File: src/rtl/lsu_mem_aligner.sv
// Load/store aligner between an LSU and a word-wide memory port. It shifts store data and
// byte enables into their lanes, and returns the load word shifted down to lane 0 without extension.
module lsu_mem_aligner #(
  parameter int size = 32
) (
  input  logic            clk,
  input  logic            reset,
  input  logic            req_valid,
  output logic            req_ready,
  input  logic            req_we,
  input  logic [size-1:0] req_addr,
  input  logic [size-1:0] req_wdata,
  input  logic [2:0]      req_type,
  output logic            mem_valid,
  input  logic            mem_ready,
  output logic            mem_we,
  output logic [size-1:0] mem_addr,
  output logic [size-1:0] mem_wdata,
  output logic [3:0]      mem_be,
  input  logic            mem_rvalid,
  input  logic [size-1:0] mem_rdata,
  output logic            rsp_valid,
  output logic [size-1:0] rsp_data,
  output logic [2:0]      rsp_type,
  output logic            rsp_err,
  output logic [1:0]      dbg_state
);

  // Handshake: a request transfers on a rising edge where req_valid && req_ready, and a memory
  // command transfers where mem_valid && mem_ready. mem_valid and its payload stay stable until
  // the transfer. rsp_valid is a single-cycle pulse with no back-pressure.

  typedef enum logic [1:0] {
    IDLE = 2'd0,
    REQ  = 2'd1,
    WAIT = 2'd2,
    RESP = 2'd3
  } state_t;

  state_t state_q, state_d;

  logic       cap_we;
  logic [1:0] cap_off;
  logic [2:0] cap_type;

  logic       accept;
  logic       req_illegal;
  logic [4:0] req_shamt;
  logic [4:0] cap_shamt;
  logic [3:0] store_be;

  assign req_ready = (state_q == IDLE);
  assign dbg_state = state_q;
  assign req_shamt = {req_addr[1:0], 3'b000};
  assign cap_shamt = {cap_off, 3'b000};

  // Undefined funct3 codes, a halfword on an odd address and a word off a word boundary are all rejected.
  always_comb begin
    req_illegal = 1'b0;
    case (req_type)
      3'b011, 3'b110, 3'b111: req_illegal = 1'b1;
      3'b001, 3'b101:         req_illegal = req_addr[0];
      3'b010:                 req_illegal = (req_addr[1:0] != 2'b00);
      default:                req_illegal = 1'b0;
    endcase
  end

  always_comb begin
    store_be = 4'b1111;
    case (req_type[1:0])
      2'b00:   store_be = 4'b0001 << req_addr[1:0];
      2'b01:   store_be = 4'b0011 << req_addr[1:0];
      default: store_be = 4'b1111;
    endcase
  end

  always_comb begin
    state_d = state_q;
    accept  = 1'b0;
    case (state_q)
      IDLE: begin
        if (req_valid) begin
          accept  = 1'b1;
          state_d = req_illegal ? RESP : REQ;
        end
      end
      REQ: begin
        if (mem_ready) state_d = cap_we ? RESP : WAIT;
      end
      WAIT: begin
        if (mem_rvalid) state_d = RESP;
      end
      RESP: state_d = IDLE;
      default: state_d = IDLE;
    endcase
  end

  always_ff @(posedge clk) begin
    if (!reset) state_q <= IDLE;
    else        state_q <= state_d;
  end

  always_ff @(posedge clk) begin
    if (!reset) begin
      cap_we    <= 1'b0;
      cap_off   <= 2'b00;
      cap_type  <= 3'b000;
      mem_valid <= 1'b0;
      mem_we    <= 1'b0;
      mem_addr  <= '0;
      mem_wdata <= '0;
      mem_be    <= 4'b0000;
      rsp_valid <= 1'b0;
      rsp_data  <= '0;
      rsp_type  <= 3'b000;
      rsp_err   <= 1'b0;
    end else begin
      if (accept) begin
        cap_we   <= req_we;
        cap_off  <= req_addr[1:0];
        cap_type <= req_type;
        if (!req_illegal) begin
          mem_valid <= 1'b1;
          mem_we    <= req_we;
          mem_addr  <= {req_addr[size-1:2], 2'b00};
          mem_wdata <= req_wdata << req_shamt;
          mem_be    <= req_we ? store_be : 4'b1111;
        end
      end

      if (state_q == REQ && mem_ready) mem_valid <= 1'b0;

      rsp_valid <= (state_d == RESP);

      // Response fields change only when entering RESP, so they hold between completions.
      if (state_d == RESP && state_q != RESP) begin
        rsp_type <= accept ? req_type : cap_type;
        rsp_err  <= accept;
        rsp_data <= (state_q == WAIT) ? (mem_rdata >> cap_shamt) : '0;
      end
    end
  end

endmodule

File: config.mk
export PLATFORM = sky130hd
export DESIGN_NAME = lsu_mem_aligner
export DESIGN_NICKNAME = d
export VERILOG_FILES = /design/src/rtl/lsu_mem_aligner.sv
export SDC_FILE = /design/constraint.sdc
export NUM_CORES = 1
export LEC_CHECK = 0
export ABC_CLOCK_PERIOD_IN_PS = 4900
export BUFFER_PORTS_ARGS = -buffer_cell sky130_fd_sc_hd__buf_4
export CAP_MARGIN = 20
export CORE_MARGIN = 5
export CORE_UTILIZATION = 52
export DETAILED_ROUTE_END_ITERATION = 16
export GPL_TIMING_DRIVEN = 1
export PLACE_DENSITY = 0.92
export SYNTH_ARGS = -nofsm -noshare
export SYNTH_HDL_FRONTEND = slang
export SYNTH_SLANG_ARGS = --single-unit
File: constraint.sdc
create_clock -name clk -period 4.9 [get_ports clk]
set_input_delay 0.98 -clock clk [delete_from_list [all_inputs] [get_ports clk]]
set_output_delay 0.98 -clock clk [all_outputs]
set_load 0.02 [all_outputs]
==> summary.md, run 1 <==
| Metric | Value |
|---|---|
| Status | finished, final reports clean |
| GPL Wtd Cong | just over 0.9 |
| Layout Cells excl Fill | 915 |
| Cells after Synth | roughly 580 |
| Slowest stage cell on the critical path | a21boi_4 |
| Crit Reg-Reg Endpoint | mem_wdata[5] |
| VDD IR max | 0.2319 mV |
| Pre-antenna DRT Iters | 7 |
| Slew headroom | 0.2947 |
| # diodes | 0 |
| Crit-path cells | buf_4 -> or4_4 -> a21boi_4 -> buf_4 -> nand3_1 -> a21boi_0 |
| Initial Util | 0.5269 |
| GRT Util Overall | 0.2801 |
| Number of I/O port buffers | between 200 and 250 |
| Layout Skew | between 0.007 and 0.008 ns |
| Hold buffers post-CTS | 0 |
| Minimum clock period | approximately 3.0 ns |
| CP Capture Point | mem_wdata[5] |
| FILL cells | 708 |
| Critical Path RT | around 5.3 ns |
| Worst setup path start | req_addr[0] |
| Post-synth EDFFs | 0 |
| Largest delay share family, worst path | compound AO/OA/AOI/OAI gates |
| Yosys cell types | between 40 and 50 |
| Hold Vio Cnt, Final | 0 |
| Share of synthesized registers carrying an async set or reset | 0 |
| CTS sink cnt | 113 |
| Area grow syn2layout | 43.66% |
| Vias in the first global route | about 5,200 |
| CORE AREA | slightly below 10,000 µm² |
| Cts repair resizes | 0 |
| Clk_lat worst skew | approximately 0.51 ns |
| CP Max Fanout | 40 |
| GR Overflow Total | 0 |
| Slew Limit Fails | 0 |
| WL met2 | ~8.0 mm |
| Most used cell, CP | buf_4 |
| Routed vias | 5,073 |
| Die X | between 100 and 150 µm |
| Ports | between 200 and 250 |
| Reg2reg path depth | 6 |
| Main synth FF type | dfxtp_1 |
| Synth Cell Area | between 5000 and 6000 µm² |
| PwrDens | approximately 380 nW/µm² |
| FF-to-FF Start | dbg_state[1] |
| FMAX | approximately 0.33 GHz |
| Post-route ant nets | 0 |
| Seq/Total Area, Yosys | 0.4454 |
| Final hold slack | 0.4555 ns |
| Hold crit path type | reg -> reg |
| # setup viols final | 0 |
| WL/cell | 17.99 µm |
| TritonCTS clock tree | built |
| CTS Buffer Depth | 2 |
| Post-synthesis area per instance | 8.711 µm² |
| Layout cells sized above 1 | 0.3529 |
| Arrival @ worst endpoint | between 3 and 4 ns |
| Setup repair after global routing missed its margin | false |
| Setup TNS | 0 ns |
| HPWL after detailed placement | approximately 12 mm |
| Initial antenna violation count | 0 |
| #FFs+latches synth | between 100 and 150 |
| # Post-CTS Setup Buffers | 0 |
| Commonest non-fill, non-tap cell in the layout | buf_4 |
| Final period util | 0.6150 |
| WL met3 | 1.540 mm |
| Worst-path clk slew | 0.06 ns |
| Yosys warnings | 0 |
| Nets | 875 |
| Most frequent cells in the layout | buf_4 (219), nand2_1 (151), dfxtp_1 (113) |
| Max_cap viols | 0 |
| Worst-margin pin slew | around 1.1 ns |
| Design area | between 7000 and 8000 µm² |
| Max layer used | met4 |
| Placed Area | ~6700 µm² |
| Die H | between 100 and 150 µm |
| Root Buffer | clkbuf_8 |
| DRC | 0 |
| Die area | about 12,000 µm² |
| DRT Wirelength | 16.46 mm |
| Metal-1 WL | 6.336 mm |
| Core Rows | 36 |
| 1st-iter DRT viols | ~340 |
| Critical path depth in cells | 6 |
| Leakage power | ~3.3 nW |
| CP startpoint kind | input pin |
| First-pass GRT wire length | between 20 and 30 mm |
| Worst setup EP type | register |
| CP max stage delay | about 0.81 ns |
| Maximum number of pins on one net before global-route repair | 84 |
| Cells after DPL | about 880 |
| CP bufs+invs | 2 |
| Via/cell ratio | 5.544 |
| H-tree Lvls | 4 |
| Critical path type | in -> reg |
| TritonCTS Buffers | 17 |
| FF-to-FF setup slack | 2.29 ns |
[cells in the mapped netlist (2+ instances only)]
cell | count | area [µm²]
o211ai_1 | 14 | 105.1
a21oi_1 | 41 | 205.2
nand3b_1 | 2 | 15.01
buf_4 | 4 | 30.03
nor2_1 | 16 | 60.06
or3_1 | 8 | 50.05
o21ai_0 | 2 | 10.01
or3b_2 | 2 | 17.52
mux2_2 | 12 | 135.1
a211oi_1 | 2 | 15.01
nor3_1 | 12 | 60.06
a21boi_0 | 13 | 97.59
mux2i_1 | 70 | 700.7
a31o_2 | 8 | 70.07
nor2b_1 | 5 | 31.28
and2_1 | 3 | 18.77
clkbuf_1 | 29 | 108.9
a21boi_1 | 5 | 37.54
o22ai_1 | 8 | 50.05
inv_1 | 2 | 7.510
buf_1 | 3 | 11.26
nor3b_1 | 4 | 30.03
buf_2 | 16 | 80.08
nand3_1 | 9 | 45.04
a21o_1 | 2 | 15.01
nand2_1 | 151 | 566.8
o2bb2ai_1 | 8 | 70.07
o211a_1 | 6 | 60.06
dfxtp_1 | 113 | 2262
[area by class of cell]
type / count / area [µm²] / area share
Clock buffer: 20 / 435.4 / 0.05968
Clock inverter: 11 / 186.4 / 0.02555
Multi-Input combinational cell: 417 / 2594 / 0.3555
Tap cell: 133 / 166.4 / 0.02281
Inverter: 2 / 7.507 / 0.001029
Sequential cell: 113 / 2262 / 0.3101
Timing Repair Buffer: 219 / 1644 / 0.2253
[worst min-delay path by stage]
stage	start	to	slack (ns)	cells after the start
after floorplan	cap_type[0]	cap_type[0]	0.47	2
after global placement	mem_wdata[13]	mem_wdata[13]	0.44	2
after detailed placement	mem_addr[30]	mem_addr[30]	0.45	2
after CTS	mem_addr[30]	mem_addr[30]	0.46	2
after global routing	mem_wdata[14]	mem_wdata[14]	0.48	2
final	mem_addr[30]	mem_addr[30]	0.46	2
[worst register-to-register path: stages, from the launching register on]
cell and delay [ns]:
dfxtp_1 0.43, nor3b_1 0.25, buf_4 0.22, a21boi_4 0.83, buf_4 0.43, nand3_1 0.16, a21boi_0 0.22
[metrics by stage]
step | setup WS (ns) | util | total power, W
finish | 1.887 | 0.7569 | 0.002765
detailed placement | 1.376 | 0.6924 | 0.001481
floorplan | 2.449 | - | 0.001288
global route | 1.651 | 0.7569 | 0.002859
global placement | 1.526 | 0.6924 | 0.001469
CTS | 1.915 | 0.7569 | 0.002775
[metal layers]
layer	vias to the layer above	track usage
met1	2372	0.3295
met5	-	0
met3	42	0.08999
met4	0	0.1109
met2	267	0.4735
li1	2392	-
[registers in the layout, indices dropped and copies added, names as in the netlist]
name and flops:
rsp_data 32, rsp_type 3, cap_type 3, dbg_state 2
cap_we 1, mem_valid 1, mem_wdata 32, cap_off 2
mem_we 1, rsp_valid 1, rsp_err 1, mem_be 4
mem_addr 30
[cells by family after synthesis]
| group | count (synthesis) | synth area share |
|---|---|---|
| mux | 82 | 0.1646 |
| other cells | 1 | 0.0007384 |
| simple gates | 219 | 0.1882 |
| flops | 113 | 0.4454 |
| compound gates | 114 | 0.1542 |
| buf+inv | 54 | 0.04681 |
[power by group]
group / switching [W] / internal, W
combinational: 0.000251 / 0.000209
sequential: 0.0000421 / 0.000967
clock: 0.000413 / 0.000883
Note: power is estimated with default switching activity, not from simulation.
==> inputs of run 2 (changes only) <==
ABC_AREA = 1   (was default)
ABC_CLOCK_PERIOD_IN_PS = 3070   (was 4900)
CORE_UTILIZATION = 49   (was 52)
PLACE_DENSITY = 0.87   (was 0.92)
clock period = 3.07 ns   (was 4.9 ns; I/O delays follow)
==> run 2 against run 1 <==
Compared with the run above:
- highest routed layer unchanged
- largest power group unchanged
- combinational power grew to 2.6 times the previous value
- clock skew is 0.00074 ns higher
- routed wire length is 0.27% higher
- sequential cell count stayed put
- total power is 72% higher
- largest cell class unchanged
- die area is 10% higher
==> summary.md, run 2 <==
| Metric | Value |
|---|---|
| Status | finished, final reports clean |
| GRT Util Overall | 0.2476 (-0.03243) |
| Hold crit path type | in -> reg |
| CTS Buffer Depth | 2 (unchanged) |
| Slew Limit Fails | 0 (unchanged) |
| #FFs+latches synth | 113 (unchanged) |
| Arrival @ worst endpoint | 2.35 ns (-1.10 ns) |
| Synth top cells by count | nor2_1 (167), nand2_1 (153), dfxtp_1 (113) |
| TritonCTS clock tree | built |
| First-pass GRT wire length | 26.16 mm (+1.2%) |
| Die X | 114.2 µm (+4.9%) |
| Post-synth top area share | 0.4254 (-0.02002) |
| Slew headroom | 0.3418 (+0.04707) |
| GPL Wtd Cong | 0.8521 (-8.8%) |
| Initial antenna violation count | 0 (unchanged) |
| Layout Cells excl Fill | 1,122 (+23%) |
| Initial Util | 0.4949 (-0.03199) |
| Yosys cell types | 24 (-43%) |
| Yosys warnings | 0 (unchanged) |
| Slowest stage cell on the critical path | nand2_4 |
| # setup viols final | 0 (unchanged) |
| Via/cell ratio | 5.225 (-5.7%) |
| Seq/Total Area, Yosys | 0.4254 (-0.02002) |
| Max_cap viols | 0 (unchanged) |
| Most frequent cells in the layout | buf_4 (218), nor2_1 (167), nand2_1 (153) |
| Number of I/O port buffers | 212 (unchanged) |
| Vias in the first global route | 5,421 (+4.6%) |
| Most used cell, CP | nand2_2 |
| # Post-CTS Setup Buffers | 0 (unchanged) |
| Critical path type | reg -> reg |
| Share of synthesized registers carrying an async set or reset | 0 (unchanged) |
| Core Rows | 38 (+5.6%) |
| Crit-path cells | nor2_2 -> nand2_2 -> inv_2 -> nand2_2 -> nand2_4 -> nand3_1 -> nand2_1 -> nor2_1 |
| Die H | 114.2 µm (+4.9%) |
| Setup TNS | 0 ns (unchanged) |
| Nets | 1,074 (+23%) |
| GR Overflow Total | 0 (unchanged) |
| CP Max Fanout | 71 (+78%) |
| Layout cells sized above 1 | 0.2709 (-0.08207) |
| Ports | 215 (unchanged) |
| Top flop regs | mem_wdata x32, rsp_data x32, mem_addr x30 |
| Hold buffers post-CTS | 0 (unchanged) |
| Layout Skew | 0.007819 ns (+0.0007426 ns) |
| DRC | 0 (unchanged) |
| PwrDens | 648.5 nW/µm² (+71%) |
| VDD IR max | 0.4209 mV (+81%) |
| Largest delay share family, worst path | simple AND/OR/NAND/NOR gates |
| FMAX | about 0.5 GHz |
| HPWL after detailed placement | 11.41 mm (-3.3%) |
| Cell taking the most area after synthesis | dfxtp_1 |
| Post-synthesis area per instance | 6.697 µm² (-23%) |
| 1st-iter DRT viols | 654 (+94%) |
| Synth area leaders | dfxtp_1 (43%), nor2_1 (12%), nand2_1 (11%) |
| Root Buffer | clkbuf_8 |
| Cells after Synth | 794 (+36%) |
| Die area | 13,040 µm² (+10%) |
| FILL cells | 950 (+34%) |
| Cells after DPL | 1,090 (+23%) |
| Maximum number of pins on one net before global-route repair | 72 (-14%) |
| CTS sink cnt | 113 (unchanged) |
| CP bufs+invs | 1 (-1) |
| WL/cell | 14.71 µm (-18%) |
| # diodes | 0 (unchanged) |
| Multi-input logic area | 2592 µm² (about the same) |
| CP startpoint kind | register |
| Commonest non-fill, non-tap cell in the layout | buf_4 |
| Overall Power | 0.004758 W (+72%) |
| Final period util | 0.6396 |
| Most common cell in the netlist | nor2_1 |
| Clk_lat worst skew | 0.50 ns (about the same) |
| Area grow syn2layout | 37.98% |
| Routed vias | 5,863 (+16%) |
| Synth Cell Area | 5318 µm² (+4.7%) |
| Minimum clock period | 1.964 ns |
| Main synth FF type | dfxtp_1 |
| Cts repair resizes | 0 (unchanged) |
| TritonCTS Buffers | 17 (unchanged) |
| DRT Wirelength | 16.51 mm (+0.27%) |
| CORE AREA | 10,750 µm² (+11%) |
| Worst-margin pin slew | 0.9874 ns (-0.06916 ns) |
| Hold Vio Cnt, Final | 0 (unchanged) |
| Setup repair after global routing missed its margin | false |
| H-tree Lvls | 4 (unchanged) |
| Worst-path clk slew | 0.06 ns (about the same) |
| Worst setup EP type | register |
| CP max stage delay | 0.50 ns (-0.31 ns) |
| Sequential Area | 2262 µm² (unchanged) |
| Pre-antenna DRT Iters | 6 (-1) |
| Post-synth EDFFs | 0 (unchanged) |
| Critical Path RT | 3.46 ns (-1.87 ns) |
| Post-route ant nets | 0 (unchanged) |
| Leakage power | 3.490 nW (+7.2%) |
[run 2: layout make-up]
type,count,share of cell area
Sequential cell,113,0.3083
Timing Repair Buffer,218,0.2231
Clock inverter,15,0.01859
Multi-Input combinational cell,587,0.3533
Inverter,32,0.01637
Clock buffer,17,0.05645
Tap cell,140,0.02387
[run 2: path summary, 6_finish.rpt]
kind                start           to  slack [ns]  cells past startpoint
max          dbg_state[1]  rsp_data[6]        1.11                      8
min             mem_ready    mem_valid        0.31                      2
max reg2reg  dbg_state[1]  rsp_data[6]        1.11                      8
min reg2reg        cap_we       cap_we        0.47                      2
[run 2: per-layer routing]
metal,up-vias,track usage,share of wire
li1,2933,-,-
met1,2597,0.3033,0.38
met3,34,0.08298,0.12
met5,-,0,0
met2,299,0.3973,0.47
met4,0,0.1069,0.028
[run 2: cell families (layout without fill, tap and decap cells)]
family,count (synthesis),in the layout,synth area share
compound gates,188,188,0.1814
buf+inv,95,282,0.08870
flops,113,113,0.4254
other cells,1,2,0.0007052
simple gates,397,397,0.3038
[run 2: power breakdown]
group,total (W),switching (W),internal (W)
combinational,0.00121,0.000745,0.000466
clock,0.00183,0.000747,0.00108
sequential,0.00172,0.0000949,0.00163
total,0.00476,0.00159,0.00317
[run 2: stage by stage]
stage	worst slack [ns]	utilization	hold slack (ns)	area, µm²
after floorplan	1.359	-	0.4403	5321
after global placement	0.7551	0.6316	0.4531	6787
after detailed placement	0.7015	0.6316	0.4594	6787
after CTS	1.115	0.6828	0.2871	7337
after global routing	0.8547	0.6828	0.3031	7337
final	1.106	0.6828	0.3063	7337
